`src/rtl/tcls_recovery_pkg.sv`:
```
// ---------------------------------------------------------------------------
// tcls_recovery_pkg
// Shared definitions for the TCLS resynchronisation controller.
//   recovery_state_e : FSM state encoding as seen by software in the status
//                      register (state_o).
//   St*              : the same encodings as plain 3-bit constants, used as
//                      the FSM state values inside the controller.
// ---------------------------------------------------------------------------
package tcls_recovery_pkg;

    typedef enum logic [2:0] {
        RecIdle    = 3'd0,
        RecUnload  = 3'd1,
        RecSetback = 3'd2,
        RecReload  = 3'd3,
        RecFatal   = 3'd4
    } recovery_state_e;

    localparam logic [2:0] StIdle    = RecIdle;
    localparam logic [2:0] StUnload  = RecUnload;
    localparam logic [2:0] StSetback = RecSetback;
    localparam logic [2:0] StReload  = RecReload;
    localparam logic [2:0] StFatal   = RecFatal;

endpackage

```
`src/rtl/tcls_recovery_ctrl.sv`:
```
// ---------------------------------------------------------------------------
// tcls_recovery_ctrl
// Sequences the TCLS resynchronisation flow around the lock-step voter:
// raises the recovery IRQ, follows the software unload/reload handshake,
// applies core setback pulses, bounds each phase with a watchdog, retries
// failed recoveries and escalates to FATAL.
//
// Ports
//   clk_i           clock
//   rst_ni          asynchronous active-low reset
//   enable_i        cluster fetch enable; low forces IDLE, clears retries
//   resynch_req_i   voter mismatch while cores run (level)
//   force_i         software-forced resynch (1-cycle pulse)
//   mismatch_i      single-core mismatch, checked during RELOAD (level)
//   setback_en_i    apply setback between UNLOAD and RELOAD
//   unload_done_i   state pointer written non-zero (1-cycle pulse)
//   reload_done_i   state pointer written zero (1-cycle pulse)
//   recovery_irq_o  recovery interrupt, high while in UNLOAD
//   setback_o       core setback, high while in SETBACK
//   busy_o          state != IDLE
//   fatal_o         unrecoverable; held until enable_i drops
//   recovered_o     1-cycle pulse after a successful reload
//   state_o         encoded FSM state
//   retry_cnt_o     retries used in this recovery, saturating at 3
//
// state   | meaning
// --------+----------------------------------------------------------
// IDLE    | cores running in lock-step, waiting for a resynch request
// UNLOAD  | IRQ raised, cores storing their state
// SETBACK | setback held for SetbackCycles cycles
// RELOAD  | cores restoring state, watching for renewed mismatch
// FATAL   | retries exhausted, waits for enable_i low
// ---------------------------------------------------------------------------
module tcls_recovery_ctrl
    import tcls_recovery_pkg::*;
#(
    parameter int unsigned TimeoutCycles = 1024,
    parameter int unsigned SetbackCycles = 4,
    parameter int unsigned MaxRetries    = 3,
    parameter int unsigned CntWidth      = $clog2(TimeoutCycles + 1)
) (
    input  logic       clk_i,
    input  logic       rst_ni,
    input  logic       enable_i,
    input  logic       resynch_req_i,
    input  logic       force_i,
    input  logic       mismatch_i,
    input  logic       setback_en_i,
    input  logic       unload_done_i,
    input  logic       reload_done_i,
    output logic       recovery_irq_o,
    output logic       setback_o,
    output logic       busy_o,
    output logic       fatal_o,
    output logic       recovered_o,
    output logic [2:0] state_o,
    output logic [1:0] retry_cnt_o
);

    localparam int unsigned RetryWidth = $clog2(MaxRetries + 1);

    logic [2:0]            state_q, state_d;
    logic [CntWidth-1:0]   timer_q, timer_d;
    logic [RetryWidth-1:0] retry_q, retry_d;
    // Separate 2-bit saturating copy so the status field is independent of
    // how large MaxRetries is configured.
    logic [1:0]            retry_sat_q, retry_sat_d;
    logic                  recovered_d;
    logic                  retry_event;
    logic                  phase_timeout;
    logic                  setback_last;
    logic                  irq_q, setback_q, fatal_q, recovered_q;

    assign phase_timeout = (timer_q == CntWidth'(TimeoutCycles - 1));
    assign setback_last  = (timer_q == CntWidth'(SetbackCycles - 1));

    always_comb begin
        state_d     = state_q;
        retry_d     = retry_q;
        retry_sat_d = retry_sat_q;
        recovered_d = 1'b0;
        retry_event = 1'b0;

        case (state_q)
            StIdle: begin
                if (resynch_req_i || force_i) state_d = StUnload;
            end
            StUnload: begin
                if (unload_done_i)      state_d = setback_en_i ? StSetback : StReload;
                else if (phase_timeout) retry_event = 1'b1;
            end
            StSetback: begin
                if (setback_last) state_d = StReload;
            end
            StReload: begin
                if (reload_done_i) begin
                    state_d     = StIdle;
                    recovered_d = 1'b1;
                    retry_d     = '0;
                    retry_sat_d = '0;
                end else if (mismatch_i || phase_timeout) begin
                    retry_event = 1'b1;
                end
            end
            StFatal: ;
            default: state_d = StIdle;
        endcase

        // A retry always goes through SETBACK, even with setback disabled,
        // so the cores restart from a known point.
        if (retry_event) begin
            if (retry_q == RetryWidth'(MaxRetries)) begin
                state_d = StFatal;
            end else begin
                retry_d = retry_q + RetryWidth'(1);
                if (retry_sat_q != 2'd3) retry_sat_d = retry_sat_q + 2'd1;
                state_d = StSetback;
            end
        end

        if (!enable_i) begin
            state_d     = StIdle;
            retry_d     = '0;
            retry_sat_d = '0;
            recovered_d = 1'b0;
        end
    end

    // Every state change restarts the phase timer; the limits above always
    // force a state change, so the counter cannot wrap.
    always_comb begin
        timer_d = '0;
        if ((state_d == state_q) &&
            ((state_q == StUnload) || (state_q == StSetback) || (state_q == StReload))) begin
            timer_d = timer_q + CntWidth'(1);
        end
    end

    always_ff @(posedge clk_i or negedge rst_ni) begin
        if (!rst_ni) begin
            state_q     <= StIdle;
            timer_q     <= '0;
            retry_q     <= '0;
            retry_sat_q <= '0;
            irq_q       <= 1'b0;
            setback_q   <= 1'b0;
            fatal_q     <= 1'b0;
            recovered_q <= 1'b0;
        end else begin
            state_q     <= state_d;
            timer_q     <= timer_d;
            retry_q     <= retry_d;
            retry_sat_q <= retry_sat_d;
            irq_q       <= (state_d == StUnload);
            setback_q   <= (state_d == StSetback);
            fatal_q     <= (state_d == StFatal);
            recovered_q <= recovered_d;
        end
    end

    assign recovery_irq_o = irq_q;
    assign setback_o      = setback_q;
    assign fatal_o        = fatal_q;
    assign recovered_o    = recovered_q;
    assign busy_o         = (state_q != StIdle);
    assign state_o        = state_q;
    assign retry_cnt_o    = retry_sat_q;

endmodule

```
`config.mk`:
```
export PLATFORM = sky130hd
export DESIGN_NAME = tcls_recovery_ctrl
export DESIGN_NICKNAME = d
export VERILOG_FILES = /design/src/rtl/tcls_recovery_pkg.sv /design/src/rtl/tcls_recovery_ctrl.sv
export SDC_FILE = /design/constraint.sdc
export NUM_CORES = 1
export LEC_CHECK = 0
export ABC_AREA = 1
export CAP_MARGIN = 20
export CORE_MARGIN = 5
export CORE_UTILIZATION = 55
export CTS_BUF_LIST = sky130_fd_sc_hd__clkbuf_4
export DETAILED_ROUTE_END_ITERATION = 8
export PLACE_DENSITY_LB_ADDON = 0.05
export SLEW_MARGIN = 0
export SYNTH_ARGS = -nofsm -noshare
export SYNTH_HDL_FRONTEND = slang
export SYNTH_SLANG_ARGS = --single-unit
```
`constraint.sdc`:
```
create_clock -name clk_i -period 2 [get_ports clk_i]
set_input_delay 0.6 -clock clk_i [delete_from_list [all_inputs] [get_ports clk_i]]
set_output_delay 0.6 -clock clk_i [all_outputs]
set_load 0.05 [all_outputs]
```
[Word level (Yosys, flattened, before mapping)]
Index checks and enable logic that the tools add are counted.
Cells by class
  reductions and logical operators: 7
  eq/ne operators: 12
  multiplexer cells: 29
  add/subtract/negate cells: 3
Operators by type and width (number)
  2-to-1 mux 2 bit: 11
  2-to-1 mux 3 bit: 7
  case mux 3 bit (5 select lines): 1
  adder 11 x 1 -> 11 bit, second input constant: 1
  == test 11 x 10 -> 1 bit, second input constant: 1
  == test 11 x 2 -> 1 bit, second input constant: 1
  2-to-1 mux 11 bit: 1
  == test 3 x 2 -> 1 bit, second input constant: 3
  2-to-1 mux 1 bit: 8
  == test 3 x 1 -> 1 bit, second input constant: 2
  == test 3 bit, second input constant: 2
  adder 2 x 1 -> 2 bit, second input constant: 2
  logical OR 1 bit: 4
  == test 3 bit: 1
  logical NOT 3 bit: 1
  nonzero test 3 bit: 1
  == test 2 bit, second input constant: 1
  != test 2 bit, second input constant: 1
  case mux 1 bit (2 select lines): 1
  logical AND 1 bit: 1
Word-level totals
  bits in registers: 22
  word-level logic and storage cells: 59
  output and inout bits: 10
  bits of input ports: 9

[Depth between registers and ports, before layout]
  depth in word-level cells: 10
  mapped depth: 13
  mapped depth without buffers: 12

[Least setup slack after synthesis]
Ideal clock, no wire load.
  kind: register to register
  start: register state_q[0], in the netlist state_o[0]
  end: register timer_q[4]
  data required time: 1.876 ns
  path buffers: 2
  arrival: 1.772 ns
  cell stages (with the launch flop): 14
  setup slack: 0.104 ns
  library setup time: 0.124 ns
  period minus slack after synthesis: 1.896 ns
  cell sequence: dfrtp_1 > buf_6 > nand2_2 > nor2_2 > nand2_1 > nand2_1 > nand2_2 > nand2_2 > nand2_1 > nand3_2 > nand2_1 > nand2_2 > buf_6 > nor3_2
On the way
  longest elaborated chain between the ends: 7
  elaborated cells on any way between the ends: 18
  those cells by class: eq/ne (5); mux (9); reduce/logical (4)
Ends and longest elaborated chain
  start: declaration: RTL line tcls_recovery_ctrl.sv:62  | logic [2:0] state_q, state_d;
  start signal: assignment: RTL line tcls_recovery_ctrl.sv:141  | state_q <= StIdle;
  start signal: assignment: RTL line tcls_recovery_ctrl.sv:150  | state_q <= state_d;
  == test 3 bit, or another cell as far along: RTL line tcls_recovery_ctrl.sv:84  | case (state_q)
  case mux 3 bit (5 select lines) or case mux 1 bit (2 select lines) (tied branches): RTL line tcls_recovery_ctrl.sv:84
  2-to-1 mux 3 bit: RTL line tcls_recovery_ctrl.sv:111  | if (retry_event) begin
  2-to-1 mux 3 bit: RTL line tcls_recovery_ctrl.sv:121  | if (!enable_i) begin
  == test 3 bit: RTL line tcls_recovery_ctrl.sv:133  | if ((state_d == state_q) &&
  logical AND 1 bit (*): RTL line tcls_recovery_ctrl.sv:133
  2-to-1 mux 11 bit (*): RTL line tcls_recovery_ctrl.sv:133
  named net timer_d[4]: RTL line tcls_recovery_ctrl.sv:63  | logic [CntWidth-1:0] timer_q, timer_d;
  end signal: assignment: RTL line tcls_recovery_ctrl.sv:151  | timer_q <= timer_d;
  end: declaration: RTL line tcls_recovery_ctrl.sv:63
The timed path passes the listed nets; every way through them passes the cells marked *.

[Worst setup path in the final report]
  start: input reload_done_i
  end: register timer_q[10]
On the way
  longest elaborated chain between the ends: 7
  elaborated cells on any way between the ends: 9
  those cells by class: eq/ne (1); mux (7); reduce/logical (1)
Ends and longest elaborated chain
  start: declaration: RTL line tcls_recovery_ctrl.sv:50  | input logic reload_done_i,
  2-to-1 mux 3 bit or 2-to-1 mux 1 bit (tied branches): RTL line tcls_recovery_ctrl.sv:96  | if (reload_done_i) begin
  case mux 3 bit (5 select lines) or case mux 1 bit (2 select lines) (tied branches): RTL line tcls_recovery_ctrl.sv:84
  2-to-1 mux 3 bit (*): RTL line tcls_recovery_ctrl.sv:111
  2-to-1 mux 3 bit (*): RTL line tcls_recovery_ctrl.sv:121
  == test 3 bit (*): RTL line tcls_recovery_ctrl.sv:133
  logical AND 1 bit (*): RTL line tcls_recovery_ctrl.sv:133
  2-to-1 mux 11 bit (*): RTL line tcls_recovery_ctrl.sv:133
  named net timer_d[10]: RTL line tcls_recovery_ctrl.sv:63
Marks and branches as above.

==> summary.txt <==
Worst setup path
  • Slowest stage delay, CP: 0.48 ns
  • CP startpoint kind: input pin
  • Crit path top cell by count: nand2_1
  • Setup CP Type: in -> reg
  • CP Capture Type: flip-flop
  • CP Cell Sequence: clkdlybuf4s50_1, inv_1, nand2_1, nand2_1, nand2_2, nand2_2, nand2_1, nand3_2, nand2_1, nand2_2, buf_12, nor3_1
  • Crit-path slowest cell: clkdlybuf4s50_1
  • Worst EP arrival: 2.11 ns
  • CP max FO: 11
  • Critical Path RT: 2.23 ns

STA
  • Fmax: 0.5319 GHz
  • Final Worst Setup Slack: 0.1199 ns
  • Setup Skew: 0.002179 ns
  • Min Hold Slack: 0.5367 ns
  • Final Max Slew Viols: 0
  • RSZ-0062 raised after global routing: false
  • Least-Margin Pin Slew: 0.2650 ns
  • Final setup violation count: 0
  • Final min period: 1.880 ns
  • Fin crit share: 94.01%
  • Final Hold Viols: 0
  • Slew margin rel.: 82.20%

Global routing
  • Largest net degree at the start of global routing: 23
  • Grt ovf: 0
  • Vias in the first global route: 1040
  • Met3 Usage GRT: 3.509%
  • Most used routing layer: met2
  • First-pass GRT wire length: 4.540 mm
  • Global routing usage on met1: 21.41%
  • Total GRT Usage: 17.22%
  • Met2 Resource Use GR: 29.98%
  • Initial antenna violation count: 0

Route
  • TritonRoute pass-1 iters: 4
  • Wire length per cell after detailed routing: 12.72 um
  • DRT iter0 DRCs: 21
  • Via density: 5.204
  • Routed WL: 2.621 mm
  • DRC Markers: 0
  • ANT nets after route: 0
  • Vias: 1072

Logic synthesis
  • Number of synthesized flops with an enable pin: 0
  • Synthesis warning total: 0
  • Cell count after synthesis: 150
  • Mux cell area share after synthesis: 0%
  • XOR/XNOR Fraction of Synth Area: 6.105%
  • Synthesized flop and latch total: 22
  • Netlist cell types: 26
  • Post-Syn Nets: 162
  • Mapped cell area: 1291 um^2
  • Sequential area share after synthesis: 42.64%
  • Synth Area in Adders: 2.907%
  • Mean Syn Cell Area: 8.608 um^2
  • FFs w/ async S/R, synth: 100.0%
  • Compound-Gate Fraction of Synth Area: 4.845%
  • Largest family of logic cells by synthesized area: simple AND/OR/NAND/NOR gates
  • Simple logic cell fraction of the synthesized area: 35.08%
  • Post-synth top flop: dfrtp_1

Die
  • Core footprint: 2233 um^2
  • Die area: 3417 um^2
  • Die width: 58.46 um
  • Chip height: 58.46 um
  • I/O pin count: 19
  • Row count: 17
  • Initial core utilization: 57.82%

Final layout
  • Post-layout nets: 191
  • N_diodes: 0
  • FF/Latch Area: 551.8 um^2
  • Area grow syn2layout: 24.71%
  • Layout Cells excl Fill: 206
  • Multi-input gate area: 641.9 um^2
  • Layout cells sized above 1: 28.65%
  • Filler Cell Count: 181

Placement
  • PortBufs: 18
  • Dpl ws: -0.2124 ns
  • Hpwl dp: 1.927 mm
  • Placer congestion estimate: 0.8581
  • Placed Cells: 201

Clock tree
  • Clock sinks: 22
  • Root buffer cell: clkbuf_4
  • H-tree levels: 1
  • CTS max path bufs: 2
  • Clock transition at the registers of the reported paths: 0.12 ns
  • TritonCTS clock tree: yes
  • Post-CTS Hold Buffers: 0
  • Clk_lat worst skew: 0.30 ns
  • CTS buffer count: 3

Power
  • Pwr/cell area: 679.2 nW/um^2
  • Peak supply drop: 0.5837 mV
  • LEAKAGE: 0.0007913 uW

Min path
  • Hold Path Class: reg -> reg

Outcome
  • Status: finished, final reports clean

Job
  • Maxcap violations: 0
==> per-layer routing <==
metal / wire length, um / vias up
li1: - / 534
met1: 1098 / 507
met2: 1380 / 27
met3: 102 / 4
met4: 40 / 0
met5: 0 / -
==> cell families (layout without fill, tap and decap cells) <==
family,count (synthesis),count (layout)
AND/OR/NAND/NOR,81,81
buffers and inverters,24,52
flip-flops,22,22
AO/OA/AOI/OAI,11,11
XOR/XNOR,9,9
adder cells (fa/ha/maj),3,3
==> sequential cells by signal, summed over array words and instances (netlist names) <==
name            count
fatal_o             1
recovered_o         1
recovery_irq_o      1
retry_cnt_o         2
retry_q             2
setback_o           1
state_o             3
timer_q            11
==> Yosys cell counts, drive strengths merged (2+ instances only) <==
library cell	count	area (um^2)
a21oi	4	20.02
buf	3	30.03
dfrtp	22	550.5
ha	3	37.54
inv	21	78.83
nand2	30	132.6
nand3	12	70.07
nand3b	2	15.01
nand4	2	12.51
nor2	20	97.59
nor3	15	125.1
o21ai	4	20.01
xnor2	2	17.52
xor2	7	61.31
==> critical path: cells and delay by family <==
kind                   cells  cell delay (ns)
AND/OR/NAND/NOR            9             0.81
buffers and inverters      3             0.70
==> cells in the final DEF (no fill, tap or decap), types with 3 or more instances in the layout <==
| cell | n |
|---|---|
| a21oi_1 | 4 |
| nand3_1 | 10 |
| nor2_2 | 3 |
| nor2_4 | 3 |
| dfrtp_1 | 21 |
| clkbuf_4 | 3 |
| nand2_1 | 24 |
| nor2_1 | 14 |
| xor2_1 | 7 |
| nor3_2 | 10 |
| clkdlybuf4s50_1 | 7 |
| inv_1 | 19 |
| o21ai_0 | 3 |
| buf_4 | 17 |
| nand2_2 | 5 |
| nor3_1 | 5 |
==> power by group <==
part           switching, uW  internal [uW]
Sequential              21.1            462
Combinational            168            110
Clock                    131            202
==> final cells by class <==
cell class | instances | share of cell area, %
repair buffers | 27 | 15.54
clock buffers | 3 | 1.399
well taps | 28 | 2.176
multi-input cells | 104 | 39.86
inverters | 21 | 4.895
clock inverters | 1 | 1.865
flip-flops and latches | 22 | 34.27
==> path summary, 6_finish.rpt <==
kind / startpoint / end / slack [ns] / cells after the start
max: reload_done_i / timer_q[10]$_DFF_PN0_ / 0.12 / 12
min: retry_q[0]$_DFF_PN0_ / retry_q[0]$_DFF_PN0_ / 0.54 / 1
max reg2reg: timer_q[0]$_DFF_PN0_ / retry_cnt_o[1]$_DFF_PN0_ / 0.20 / 13
min reg2reg: retry_q[0]$_DFF_PN0_ / retry_q[0]$_DFF_PN0_ / 0.54 / 1
max in group asynchronous: rst_ni / state_o[0]$_DFF_PN0_ / 1.15 / 2
min in group asynchronous: rst_ni / recovery_irq_o$_DFF_PN0_ / 0.62 / 2
==> per-stage QoR <==
stage / area, um^2 / util [%] / power, uW / setup TNS [ns]
2_1_floorplan: 1291 / - / 659.2 / 0
3_3_place_gp: 1536 / 68.80 / 755.0 / -1.975
3_5_place_dp: 1536 / 68.80 / 761.5 / -2.455
4_1_cts: 1589 / 71.15 / 1097 / 0
5_1_grt: 1610 / 72.10 / 1151 / 0
6_report: 1610 / 72.10 / 1094 / 0
==> what timing repair did <==
item,4_1_cts,5_1_grt
resized for setup,0,5
setup buffers,0,1
endpoints found under the hold margin,0,0
setup endpoints to repair,0,9
No activity file was read; power rests on OpenSTA's default activity.
